===== config.mk =====
export PLATFORM = sky130hd
export DESIGN_NAME = lsb_param_flat
export DESIGN_NICKNAME = d
export VERILOG_FILES = /design/src/rtl/lsb_param_if.sv /design/src/rtl/lsb_param.sv /design/src/flat_wrapper.sv
export SDC_FILE = /design/constraint.sdc
export NUM_CORES = 2
export LEC_CHECK = 0
export CAP_MARGIN = 5
export CELL_PAD_IN_SITES_DETAIL_PLACEMENT = 1
export CELL_PAD_IN_SITES_GLOBAL_PLACEMENT = 2
export CORE_MARGIN = 2
export CORE_UTILIZATION = 30
export DETAILED_ROUTE_END_ITERATION = 8
export GPL_TIMING_DRIVEN = 0
export PLACE_DENSITY = 0.64
export SYNTH_ARGS = -nofsm -noshare
export SYNTH_HDL_FRONTEND = slang
export SYNTH_SLANG_ARGS = --single-unit

===== constraint.sdc =====
create_clock -name clk -period 15.7 [get_ports clk]
set_input_delay 1.57 -clock clk [delete_from_list [all_inputs] [get_ports clk]]
set_output_delay 1.57 -clock clk [all_outputs]
set_load 0.05 [all_outputs]

===== src/rtl/lsb_param_if.sv =====
// -----------------------------------------------------------------------------
// lsb_param_if
//   Memory-side bus between the load/store buffer (master) and the memory
//   controller (slave). One access is outstanding at a time: the master raises
//   mem_req together with the access attributes and holds all of them stable
//   until the slave answers with a single-cycle mem_done.
//
//   mem_req    master -> slave  access request (level)
//   mem_we     master -> slave  1 = store, 0 = load
//   mem_addr   master -> slave  byte address
//   mem_len    master -> slave  00 byte, 01 half, 11 word
//   mem_wdata  master -> slave  store data
//   mem_done   slave -> master  one-cycle completion strobe
//   mem_rdata  slave -> master  load data, valid with mem_done
// -----------------------------------------------------------------------------
interface lsb_param_if;
  logic        mem_req;
  logic        mem_we;
  logic [31:0] mem_addr;
  logic [1:0]  mem_len;
  logic [31:0] mem_wdata;
  logic        mem_done;
  logic [31:0] mem_rdata;

  modport master (
    output mem_req, mem_we, mem_addr, mem_len, mem_wdata,
    input  mem_done, mem_rdata
  );

  modport slave (
    input  mem_req, mem_we, mem_addr, mem_len, mem_wdata,
    output mem_done, mem_rdata
  );
endinterface


===== src/rtl/lsb_param.sv =====
// -----------------------------------------------------------------------------
// lsb_param
//   Parametrised in-order load/store buffer. Entries are pushed at the tail by
//   issue, wait for their operands on NUM_WB writeback channels, and execute
//   strictly from the head, one memory access at a time. Stores wait for the
//   ROB commit; loads to the I/O region wait until they reach the ROB head.
//   A flush discards all uncommitted entries; an in-flight load is drained
//   (handshake finished, result dropped) rather than abandoned.
//
// Ports:
//   clk, reset            clock, asynchronous active-low reset
//   push*                 enqueue one entry at tail_pos
//   wb_valid/robpos/val   NUM_WB writeback channels snooped for wakeup
//   commit_valid/lsbpos   ROB marks the store at an LSB index as committed
//   rob_head_robpos       ROB tag currently at the ROB head
//   flush                 mispredict flush
//   mem                   memory controller bus (master side)
//   ld_valid/val/robpos   load result pulse with extended data and tag
//   tail_pos, count       next push index, occupied entries
//   full, almost_full     count == DEPTH, free entries <= AFULL_TH
// -----------------------------------------------------------------------------
module lsb_param #(
  parameter int          DEPTH    = 16,
  parameter int          ROB_W    = 4,
  parameter int          NUM_WB   = 2,
  parameter int          AFULL_TH = 3,
  parameter logic [31:0] IO_BASE  = 32'h0003_0000,
  localparam int         IDX_W    = $clog2(DEPTH),
  localparam int         CNT_W    = IDX_W + 1
) (
  input  logic                     clk,
  input  logic                     reset,
  input  logic                     push,
  input  logic                     push_is_store,
  input  logic [2:0]               push_funct3,
  input  logic [31:0]              push_imm,
  input  logic [ROB_W-1:0]         push_robpos,
  input  logic [31:0]              push_vj,
  input  logic [31:0]              push_vk,
  input  logic                     push_qj,
  input  logic                     push_qk,
  input  logic [NUM_WB-1:0]        wb_valid,
  input  logic [NUM_WB*ROB_W-1:0]  wb_robpos,
  input  logic [NUM_WB*32-1:0]     wb_val,
  input  logic                     commit_valid,
  input  logic [IDX_W-1:0]         commit_lsbpos,
  input  logic [ROB_W-1:0]         rob_head_robpos,
  input  logic                     flush,
  lsb_param_if.master              mem,
  output logic                     ld_valid,
  output logic [31:0]              ld_val,
  output logic [ROB_W-1:0]         ld_robpos,
  output logic [IDX_W-1:0]         tail_pos,
  output logic [CNT_W-1:0]         count,
  output logic                     full,
  output logic                     almost_full
);

  typedef enum logic [1:0] {IDLE, BUSY, DRAIN} state_t;

  // Entry storage. No reset needed: an entry is only meaningful while it lies
  // in the occupied window [head, head+count).
  logic [DEPTH-1:0] is_store_reg;
  logic [DEPTH-1:0] qj_reg;
  logic [DEPTH-1:0] qk_reg;
  logic [DEPTH-1:0] committed_reg;
  logic [2:0]       f3_reg     [DEPTH];
  logic [31:0]      imm_reg    [DEPTH];
  logic [31:0]      vj_reg     [DEPTH];
  logic [31:0]      vk_reg     [DEPTH];
  logic [ROB_W-1:0] robpos_reg [DEPTH];

  // Control state
  state_t           state_reg;
  logic [IDX_W-1:0] head_reg, tail_reg;
  logic [CNT_W-1:0] count_reg;
  logic             full_reg, almost_full_reg;
  logic             mem_req_reg, mem_we_reg;
  logic [31:0]      mem_addr_reg, mem_wdata_reg;
  logic [1:0]       mem_len_reg;
  logic             ld_valid_reg;
  logic [31:0]      ld_val_reg;
  logic [ROB_W-1:0] ld_robpos_reg;
  logic             busy_store_reg;
  logic [2:0]       busy_f3_reg;
  logic [ROB_W-1:0] busy_robpos_reg;

  // Combinational next-state
  logic [IDX_W-1:0] head_next, tail_next;
  logic [CNT_W-1:0] count_next, n_committed;
  logic [IDX_W-1:0] win_off;
  logic             push_en, retire, issue, head_ok;
  logic [31:0]      head_addr;
  logic [DEPTH-1:0] j_hit, k_hit;
  logic [31:0]      j_val [DEPTH];
  logic [31:0]      k_val [DEPTH];
  logic             push_j_hit, push_k_hit;
  logic [31:0]      push_j_val, push_k_val;

  function automatic logic [31:0] load_extend(input logic [2:0] f3, input logic [31:0] d);
    case (f3)
      3'b000:  return {{24{d[7]}}, d[7:0]};
      3'b001:  return {{16{d[15]}}, d[15:0]};
      3'b100:  return {24'h0, d[7:0]};
      3'b101:  return {16'h0, d[15:0]};
      default: return d;
    endcase
  endfunction

  // Wakeup match. Channels are scanned from the highest index down so the
  // lowest-index channel is the last writer and wins a duplicate tag.
  always_comb begin
    j_hit      = '0;
    k_hit      = '0;
    push_j_hit = 1'b0;
    push_k_hit = 1'b0;
    push_j_val = '0;
    push_k_val = '0;
    for (int i = 0; i < DEPTH; i++) begin
      j_val[i] = '0;
      k_val[i] = '0;
      for (int ch = NUM_WB - 1; ch >= 0; ch--) begin
        if (wb_valid[ch] && wb_robpos[ch*ROB_W +: ROB_W] == vj_reg[i][ROB_W-1:0]) begin
          j_hit[i] = 1'b1;
          j_val[i] = wb_val[ch*32 +: 32];
        end
        if (wb_valid[ch] && wb_robpos[ch*ROB_W +: ROB_W] == vk_reg[i][ROB_W-1:0]) begin
          k_hit[i] = 1'b1;
          k_val[i] = wb_val[ch*32 +: 32];
        end
      end
    end
    for (int ch = NUM_WB - 1; ch >= 0; ch--) begin
      if (wb_valid[ch] && wb_robpos[ch*ROB_W +: ROB_W] == push_vj[ROB_W-1:0]) begin
        push_j_hit = push_qj;
        push_j_val = wb_val[ch*32 +: 32];
      end
      if (wb_valid[ch] && wb_robpos[ch*ROB_W +: ROB_W] == push_vk[ROB_W-1:0]) begin
        push_k_hit = push_qk;
        push_k_val = wb_val[ch*32 +: 32];
      end
    end
  end

  // Pointer / count bookkeeping and issue decision
  always_comb begin
    push_en = push && !flush;
    // A drained (flushed) load is never retired: flush already removed it.
    retire  = (state_reg == BUSY) && mem.mem_done && (busy_store_reg || !flush);

    // Committed entries form a prefix from head, so counting committed bits
    // inside the occupied window gives the length of the surviving prefix.
    n_committed = '0;
    win_off     = '0;
    for (int i = 0; i < DEPTH; i++) begin
      win_off = IDX_W'(i) - head_reg;
      if (CNT_W'(win_off) < count_reg && committed_reg[i])
        n_committed = n_committed + CNT_W'(1);
    end

    head_next = head_reg + IDX_W'(retire);
    if (flush) begin
      tail_next  = head_reg + n_committed[IDX_W-1:0];
      count_next = n_committed - CNT_W'(retire);
    end else begin
      tail_next  = tail_reg + IDX_W'(push_en);
      count_next = count_reg + CNT_W'(push_en) - CNT_W'(retire);
    end

    head_addr = vj_reg[head_reg] + imm_reg[head_reg];
    if (is_store_reg[head_reg])
      head_ok = committed_reg[head_reg];
    else
      head_ok = (head_addr < IO_BASE) || (robpos_reg[head_reg] == rob_head_robpos);
    issue = (state_reg == IDLE) && !flush && (count_reg != '0) &&
            !qj_reg[head_reg] && !qk_reg[head_reg] && head_ok;
  end

  // Entry array: push write, operand wakeup, commit marking
  always_ff @(posedge clk) begin
    for (int i = 0; i < DEPTH; i++) begin
      if (push_en && tail_reg == IDX_W'(i)) begin
        is_store_reg[i]  <= push_is_store;
        f3_reg[i]        <= push_funct3;
        imm_reg[i]       <= push_imm;
        robpos_reg[i]    <= push_robpos;
        vj_reg[i]        <= push_j_hit ? push_j_val : push_vj;
        vk_reg[i]        <= push_k_hit ? push_k_val : push_vk;
        qj_reg[i]        <= push_qj && !push_j_hit;
        qk_reg[i]        <= push_qk && !push_k_hit;
        committed_reg[i] <= 1'b0;
      end else if (!flush) begin
        if (qj_reg[i] && j_hit[i]) begin
          vj_reg[i] <= j_val[i];
          qj_reg[i] <= 1'b0;
        end
        if (qk_reg[i] && k_hit[i]) begin
          vk_reg[i] <= k_val[i];
          qk_reg[i] <= 1'b0;
        end
        if (commit_valid && commit_lsbpos == IDX_W'(i))
          committed_reg[i] <= 1'b1;
      end
    end
  end

  // Control FSM with registered outputs
  always_ff @(posedge clk or negedge reset) begin
    if (!reset) begin
      state_reg       <= IDLE;
      head_reg        <= '0;
      tail_reg        <= '0;
      count_reg       <= '0;
      full_reg        <= 1'b0;
      almost_full_reg <= 1'b0;
      mem_req_reg     <= 1'b0;
      mem_we_reg      <= 1'b0;
      mem_addr_reg    <= '0;
      mem_len_reg     <= '0;
      mem_wdata_reg   <= '0;
      ld_valid_reg    <= 1'b0;
      ld_val_reg      <= '0;
      ld_robpos_reg   <= '0;
      busy_store_reg  <= 1'b0;
      busy_f3_reg     <= '0;
      busy_robpos_reg <= '0;
    end else begin
      head_reg        <= head_next;
      tail_reg        <= tail_next;
      count_reg       <= count_next;
      full_reg        <= (count_next == CNT_W'(DEPTH));
      almost_full_reg <= ((CNT_W'(DEPTH) - count_next) <= CNT_W'(AFULL_TH));
      ld_valid_reg    <= 1'b0;
      case (state_reg)
        IDLE: begin
          if (issue) begin
            state_reg       <= BUSY;
            mem_req_reg     <= 1'b1;
            mem_we_reg      <= is_store_reg[head_reg];
            mem_addr_reg    <= head_addr;
            mem_len_reg     <= f3_reg[head_reg][1] ? 2'b11 : {1'b0, f3_reg[head_reg][0]};
            mem_wdata_reg   <= vk_reg[head_reg];
            busy_store_reg  <= is_store_reg[head_reg];
            busy_f3_reg     <= f3_reg[head_reg];
            busy_robpos_reg <= robpos_reg[head_reg];
          end
        end
        BUSY: begin
          if (mem.mem_done) begin
            mem_req_reg <= 1'b0;
            state_reg   <= IDLE;
            if (!busy_store_reg && !flush) begin
              ld_valid_reg  <= 1'b1;
              ld_val_reg    <= load_extend(busy_f3_reg, mem.mem_rdata);
              ld_robpos_reg <= busy_robpos_reg;
            end
          end else if (flush && !busy_store_reg) begin
            // Loads are never committed: finish the handshake, drop the data.
            state_reg <= DRAIN;
          end
        end
        DRAIN: begin
          if (mem.mem_done) begin
            mem_req_reg <= 1'b0;
            state_reg   <= IDLE;
          end
        end
        default: state_reg <= IDLE;
      endcase
    end
  end

  assign mem.mem_req   = mem_req_reg;
  assign mem.mem_we    = mem_we_reg;
  assign mem.mem_addr  = mem_addr_reg;
  assign mem.mem_len   = mem_len_reg;
  assign mem.mem_wdata = mem_wdata_reg;
  assign ld_valid      = ld_valid_reg;
  assign ld_val        = ld_val_reg;
  assign ld_robpos     = ld_robpos_reg;
  assign tail_pos      = tail_reg;
  assign count         = count_reg;
  assign full          = full_reg;
  assign almost_full   = almost_full_reg;

endmodule


===== src/flat_wrapper.sv =====
// flat-port wrapper written by rule: the top's interface ports become plain ports
module lsb_param_flat 
#(
  parameter int          DEPTH    = 16,
  parameter int          ROB_W    = 4,
  parameter int          NUM_WB   = 2,
  parameter int          AFULL_TH = 3,
  parameter logic [31:0] IO_BASE  = 32'h0003_0000,
  localparam int         IDX_W    = $clog2(DEPTH),
  localparam int         CNT_W    = IDX_W + 1
)
  (clk, reset, push, push_is_store, push_funct3, push_imm, push_robpos, push_vj, push_vk, push_qj, push_qk, wb_valid, wb_robpos, wb_val, commit_valid, commit_lsbpos, rob_head_robpos, flush, ld_valid, ld_val, ld_robpos, tail_pos, count, full, almost_full, mem_mem_req, mem_mem_we, mem_mem_addr, mem_mem_len, mem_mem_wdata, mem_mem_done, mem_mem_rdata);
  lsb_param_if mem_i ();
  input  logic clk;
  input  logic reset;
  input  logic push;
  input  logic push_is_store;
  input  logic [2:0] push_funct3;
  input  logic [31:0] push_imm;
  input  logic [ROB_W-1:0] push_robpos;
  input  logic [31:0] push_vj;
  input  logic [31:0] push_vk;
  input  logic push_qj;
  input  logic push_qk;
  input  logic [NUM_WB-1:0] wb_valid;
  input  logic [NUM_WB*ROB_W-1:0] wb_robpos;
  input  logic [NUM_WB*32-1:0] wb_val;
  input  logic commit_valid;
  input  logic [IDX_W-1:0] commit_lsbpos;
  input  logic [ROB_W-1:0] rob_head_robpos;
  input  logic flush;
  output logic ld_valid;
  output logic [31:0] ld_val;
  output logic [ROB_W-1:0] ld_robpos;
  output logic [IDX_W-1:0] tail_pos;
  output logic [CNT_W-1:0] count;
  output logic full;
  output logic almost_full;
  output wire logic [$bits(mem_i.mem_req)-1:0] mem_mem_req;
  output wire logic [$bits(mem_i.mem_we)-1:0] mem_mem_we;
  output wire logic [$bits(mem_i.mem_addr)-1:0] mem_mem_addr;
  output wire logic [$bits(mem_i.mem_len)-1:0] mem_mem_len;
  output wire logic [$bits(mem_i.mem_wdata)-1:0] mem_mem_wdata;
  input wire logic [$bits(mem_i.mem_done)-1:0] mem_mem_done;
  input wire logic [$bits(mem_i.mem_rdata)-1:0] mem_mem_rdata;
  assign mem_mem_req = mem_i.mem_req;
  assign mem_mem_we = mem_i.mem_we;
  assign mem_mem_addr = mem_i.mem_addr;
  assign mem_mem_len = mem_i.mem_len;
  assign mem_mem_wdata = mem_i.mem_wdata;
  assign mem_i.mem_done = mem_mem_done;
  assign mem_i.mem_rdata = mem_mem_rdata;
  lsb_param #(.DEPTH(DEPTH), .ROB_W(ROB_W), .NUM_WB(NUM_WB), .AFULL_TH(AFULL_TH), .IO_BASE(IO_BASE)) u_core (.clk(clk), .reset(reset), .push(push), .push_is_store(push_is_store), .push_funct3(push_funct3), .push_imm(push_imm), .push_robpos(push_robpos), .push_vj(push_vj), .push_vk(push_vk), .push_qj(push_qj), .push_qk(push_qk), .wb_valid(wb_valid), .wb_robpos(wb_robpos), .wb_val(wb_val), .commit_valid(commit_valid), .commit_lsbpos(commit_lsbpos), .rob_head_robpos(rob_head_robpos), .flush(flush), .mem(mem_i), .ld_valid(ld_valid), .ld_val(ld_val), .ld_robpos(ld_robpos), .tail_pos(tail_pos), .count(count), .full(full), .almost_full(almost_full));
endmodule

After elaboration in Yosys (flattened, before gate mapping)

Memories as Yosys holds them, arrays and structs flattened. A register that Yosys moved wholly into a read port is not among the register bits.
Index checks and enable logic that the tools add are counted.

Register bits after elaboration: 161
Bits in writable memories: 1648
Input bits: 226
Output and inout port bits: 116
Logic and storage cells: 1206
Memories kept: 5

Memories:

| name              | depth | width | read ports | clocked after Yosys merged registers in | write ports | RTL line        | RTL |
|---|---|---|---|---|---|---|---|
| u_core.imm_reg    | 16    | 32    | 1          | 0                                       | 1           | lsb_param.sv:68 | `logic [31:0] imm_reg [DEPTH];` |
| u_core.vj_reg     | 16    | 32    | 17         | 0                                       | 16          | lsb_param.sv:69 | `logic [31:0] vj_reg [DEPTH];` |
| u_core.vk_reg     | 16    | 32    | 17         | 1                                       | 16          | lsb_param.sv:70 | `logic [31:0] vk_reg [DEPTH];` |
| u_core.robpos_reg | 16    | 4     | 1          | 0                                       | 1           | lsb_param.sv:71 | `logic [ROB_W-1:0] robpos_reg [DEPTH];` |
| u_core.f3_reg     | 16    | 3     | 1          | 0                                       | 1           | lsb_param.sv:67 | `logic [2:0] f3_reg [DEPTH];` |

Add/sub/neg operators: 39
Magnitude comparators: 19
Equality and inequality tests: 125
Multiplexer cells: 601
Bitwise logic cells: 33
Reduce and logical (&&, ||, !) cells: 305

Operators by type and width:

| cell                                                          | number |
|---|---|
| two-way mux 32 bit                                            | 117 |
| OR reduction 32 bit                                           | 15 |
| two-way mux 1 bit                                             | 380 |
| == test 4 bit                                                 | 69 |
| two-way mux 4 bit                                             | 61 |
| logical AND 1 bit                                             | 160 |
| case mux 32 bit (4 select lines)                              | 1 |
| AND reduction 2 bit                                           | 49 |
| less-than comparator 4 x 5 -> 1 bit                           | 16 |
| two-way mux 5 bit                                             | 16 |
| adder 5 x 1 -> 5 bit (second input constant)                  | 14 |
| nonzero test 2 bit                                            | 33 |
| == test 4 bit (second input constant)                         | 16 |
| OR reduction 4 bit                                            | 15 |
| two-way mux 3 bit                                             | 15 |
| OR reduction 3 bit                                            | 15 |
| != test 2 x 1 -> 1 bit (second input constant)                | 18 |
| adder 32 bit                                                  | 1 |
| == test 4 x 3 -> 1 bit (second input constant)                | 8 |
| less-than comparator 32 x 18 -> 1 bit (second input constant) | 1 |
| OR 1 bit                                                      | 32 |
| subtractor 4 bit (first input constant)                       | 8 |
| binary-select mux 1 bit (select 4 bit)                        | 4 |
| == test 4 x 2 -> 1 bit (second input constant)                | 4 |
| 31 further kinds                                              | 54 |

Logic depth before layout (Yosys ltp)

Depth after elaboration: 38
Mapped depth: 67
Depth with buffers taken out: 60

Least setup slack after synthesis

No wires, ideal clock.

Kind: register -> register
Start: register u_core.head_reg[1]
End: register u_core.almost_full_reg, in the netlist u_core.almost_full
Setup time: 0.078 ns
Arrival time: 13.334 ns
Required time: 15.622 ns
Path slack: 2.288 ns
Cell stages (with the launch flop): 67
Path buffers: 7
Period minus slack after synthesis: 13.412 ns
Path through: dfrtp_1 > buf_1 > clkbuf_1 > clkbuf_1 > clkbuf_1 > clkbuf_1 > buf_1 > inv_1 > ha_1 > xor2_1 > inv_1 > ha_1 > a21oi_1 > o21ai_0 > a21oi_1 > o21a_1 > inv_1 > ha_1 > [... 31 more ...] > xnor2_1 > nor2_1 > nor2_1 > ha_1 > nand2_1 > xnor2_1 > xnor2_1 > nor2_1 > nand3_1 > or3b_1 > and3_1 > or3_1 > o211ai_1 > ha_1 > a21oi_1 > nand2_1 > or2_0 > o2bb2ai_1

Longest elaborated chain between the ends: 38
Elaborated cells between the ends (all ways): 83
Those cells by class: add/sub (33); order compare (17); mux (17); reduce/logical (16)

RTL lines:

| what                                      | RTL line         | RTL |
|---|---|---|
| start, declared                           | lsb_param.sv:75  | `logic [IDX_W-1:0] head_reg, tail_reg;` |
| start signal, assigned                    | lsb_param.sv:228 | `head_reg <= head_next;` |
| subtractor 1 x 4 -> 4 bit                 | lsb_param.sv:156 | `win_off = IDX_W'(i) - head_reg;` |
| less-than comparator 4 x 5 -> 1 bit       | lsb_param.sv:157 | `if (CNT_W'(win_off) < count_reg && committed_reg[i])` |
| logical AND 1 bit                         | lsb_param.sv:157 |  |
| two-way mux 1 bit                         | lsb_param.sv:157 |  |
| adder 1 x 1 -> 2 bit                      | lsb_param.sv:158 | `n_committed = n_committed + CNT_W'(1);` |
| two-way mux 5 bit                         | lsb_param.sv:157 |  |
| adder 5 x 1 -> 5 bit                      | lsb_param.sv:158 |  |
| two-way mux 5 bit                         | lsb_param.sv:157 |  |
| [... 23 more ...]                         | -                |  |
| two-way mux 5 bit                         | lsb_param.sv:157 |  |
| adder 5 x 1 -> 5 bit                      | lsb_param.sv:158 |  |
| two-way mux 5 bit *                       | lsb_param.sv:157 |  |
| subtractor 5 x 1 -> 5 bit *               | lsb_param.sv:164 | `count_next = n_committed - CNT_W'(retire);` |
| two-way mux 5 bit *                       | lsb_param.sv:162 | `if (flush) begin` |
| via u_core.count_next[4]                  | lsb_param.sv:90  | `logic [CNT_W-1:0] count_next, n_committed;` |
| subtractor 5 bit *                        | lsb_param.sv:232 | `almost_full_reg <= ((CNT_W'(DEPTH) - count_next) <= CNT_W'(AFULL_TH));` |
| less-or-equal comparator 5 x 2 -> 1 bit * | lsb_param.sv:232 |  |
| end signal, assigned                      | lsb_param.sv:232 |  |
| end, declared                             | lsb_param.sv:77  | `logic full_reg, almost_full_reg;` |

The timed path passes the listed nets; every way through them passes the cells marked *.
A chain may end at the register's enable or synchronous reset.

Worst setup path in the final report

Start: register u_core.head_reg[3]
End: register u_core.almost_full_reg, in the netlist u_core.almost_full

The elaborated chain is that of the path after synthesis.

==> results by group <==
Run status
  – Run status: completed

Clock tree
  – CTS Root Cell: clkbuf_16
  – Clock buffer depth: 4
  – Skew-Pair Late Insertion Delay: 0.94 ns
  – Reg clk slew, reported paths: 0.06 ns
  – Htree depth: 4
  – CTS tree: built
  – Clock sinks: 1840
  – Post CTS Setup Buffer Count: 0
  – Num CTS Buffers: 217

Worst setup path
  – Slowest cell on crit path: clkbuf_1
  – Kind of critical path: reg -> reg
  – Worst EP required: 16.52 ns
  – CP Launch Type: flip-flop
  – Crit-path max FO: 19
  – Critical path endpoint category: flip-flop
  – CP max stage delay: 0.99 ns
  – Crit path DAT: 15.46 ns
  – CP dominant cell by count: ha_1
  – FF-to-FF path depth: 58

STA
  – Worst Tran Pin Value: 1.47 ns
  – Slew HR: 0.0204
  – Final worst path period share: 0.933
  – Max-slew violation count: 0
  – Min Clock Period, post-route: 14.64 ns
  – Highest clock rate: 68.3 MHz
  – Final clock skew: 0.0968 ns
  – PnR worst setup slack: 1.06 ns
  – RSZ-0062 raised after global routing: false
  – Final Hold Vio Count: 0
  – Final setup violation count: 0

GRT
  – Global route total overflow: 0
  – Vias in the first global route: 75900
  – First-pass GRT wire length: 596000 um
  – Largest net degree at the start of global routing: 83
  – Initial antenna violation count: 39
  – Overall global routing resource usage: 0.247

Detailed routing
  – Via count: 72400
  – DR vias/cell: 5.44
  – First-pass DRT Iterations: 5
  – WL/cell: 32.3 um
  – Met3 wire len: 28200 um
  – Met1 wire length: 185000 um
  – Residual DRC: 0
  – Final ANT Viol Nets: 0
  – Iteration-0 DRC Markers: 6936
  – DR top layer: met5
  – Wirelength, routed: 430000 um
  – Wire length on met2: 202000 um

Cells and area
  – Nets: 8948
  – Most frequent cells in the layout: 1696 x edfxtp_1, 1244 x nand2_1, 1097 x mux2i_1
  – Area growth from synthesis to layout: 16.1%
  – Final Instance Area: 118000 um2
  – Filler Cell Count: 36100
  – Layout cell share with drive strength beyond 1: 0.131
  – Area occupied by registers: 54500 um2
  – Area taken by multi-input logic gates: 43600 um2
  – Most common cell after layout, fill and taps aside: edfxtp_1
  – Final Util: 0.350

Min path
  – HP Class: reg -> reg
  – Hold path depth: 1

Placement
  – Detailed Place HPWL: 331000 um
  – IO Port Bufs: 267
  – Placement Setup Slack: -3.96 ns
  – RD Place Congestion: 0.929
  – Placed Area: 111000 um2

Floorplan
  – Rows: 213
  – Die Ht: 585 um
  – Die width: 585 um
  – # IOs: 342
  – Starting Density: 0.301
  – Die area: 343000 um2
  – Floorplan core area: 336000 um2

Synth
  – #FFs+latches synth: 1840
  – Post-Synthesis Cell Area: 101000 um2
  – Sequential fraction of the synthesis area: 0.537
  – Mapped Cells: 8081
  – Distinct cells, synth: 98
  – Syn Area/Cell: 12.5 um2
  – Async S/R FF share, synth: 0.0696
  – Post-Syn Nets: 8412
  – Synth warn: 0
  – Number of flops mapped to enable cells by yosys: 1696
  – Predominant post-synthesis flop cell: edfxtp_1

Pwr
  – Power Density: 209 nW/um2
  – IR drop worst, VDD: 0.358 mV
  – Total power: 24.6 mW
  – Leak: 39.1 nW

Job
  – Max Cap Viol: 0
-- metrics by stage --
step                TNS, ns  hold WS [ns]  instances
global route              0         0.525      13300
detailed placement   -26.74         0.478      12900
floorplan                 0         0.443       8081
global placement     -40.59         0.478      12900
finish                    0         0.492      13300
CTS                       0         0.495      13300
-- logic make-up (layout without fill, tap and decap cells) --
family                   after synthesis  after routing  share of synthesized area
multiplexers                        1708           1708                      0.235
buffers and inverters                913           1623                     0.0340
flip-flops                          1840           1840                      0.537
other                                  0             13                          0
XOR/XNOR                             365            365                     0.0335
AO/OA/AOI/OAI                       1432           1432                     0.0757
adder cells (fa/ha/maj)              105            105                     0.0132
AND/OR/NAND/NOR                     1718           1718                     0.0718
-- worst max-delay path: cells and delay by family (launching register included) --
kind,cells,cell delay (ns)
compound gates,15,3.87
xor+xnor,5,1.01
fa+ha+maj,10,3.02
flops,1,0.34
buf+inv,9,2.99
simple gates,19,3.29
-- repair_timing --
item,in CTS,in global routing
hold buffers,0,0
endpoints found under the setup margin,9,4
gates resized for setup,8,11
-- cells in the mapped netlist (35+ instances only) --
master | n | area, um2
mux2i_1 | 1097 | 11000
ha_1 | 102 | 1280
xnor2_1 | 123 | 1080
a31oi_1 | 45 | 282
nor2_1 | 143 | 537
o21ai_1 | 73 | 365
a21oi_1 | 108 | 541
nor3_1 | 66 | 330
mux2_2 | 85 | 957
nor4_1 | 41 | 257
dfrtp_1 | 128 | 3200
inv_1 | 80 | 300
o21ai_0 | 1076 | 5390
or2_2 | 62 | 388
nand2_1 | 1246 | 4680
xor2_1 | 226 | 1980
edfxtp_1 | 1696 | 50900
nor3b_1 | 35 | 263
buf_1 | 125 | 469
mux4_2 | 526 | 11800
clkbuf_1 | 697 | 2620
-- power breakdown --
group          internal, mW  switching, mW  total (mW)
Clock                  2.91           2.20        5.11
Sequential             5.85          0.242        6.09
Combinational          5.36           8.07        13.4
-- cell type report --
class / instances / share of cell area
Buffer: 817 / 0.0267
Antenna cell: 13 / 0.000276
Tap cell: 4515 / 0.0480
Sequential cell: 1840 / 0.463
Multi-Input combinational cell: 5328 / 0.370
Timing Repair Buffer: 325 / 0.0303
Clock inverter: 124 / 0.00993
Clock buffer: 269 / 0.0487
Inverter: 88 / 0.00325
-- worst paths after layout --
path                                                 from                              endpoint  slack, ns
setup / recovery             u_core.head_reg[3]$_DFF_PN0_          u_core.almost_full$_DFF_PN0_       1.06
hold / removal             u_core.mem.mem_req$_DFFE_PN0P_        u_core.mem.mem_req$_DFFE_PN0P_       0.49
setup reg to reg             u_core.head_reg[3]$_DFF_PN0_          u_core.almost_full$_DFF_PN0_       1.06
hold reg to reg            u_core.mem.mem_req$_DFFE_PN0P_        u_core.mem.mem_req$_DFFE_PN0P_       0.49
max in group asynchronous                           reset  u_core.mem.mem_wdata[14]$_DFFE_PN0P_      14.11
min in group asynchronous                           reset    u_core.mem.mem_addr[6]$_DFFE_PN0P_       0.68
-- routing by layer --
layer,up-vias,track usage
met4,14,0.0790
met5,-,0
met1,38000,0.331
li1,31300,-
met3,550,0.0433
met2,2571,0.405
(Power assumes the default switching activity.)
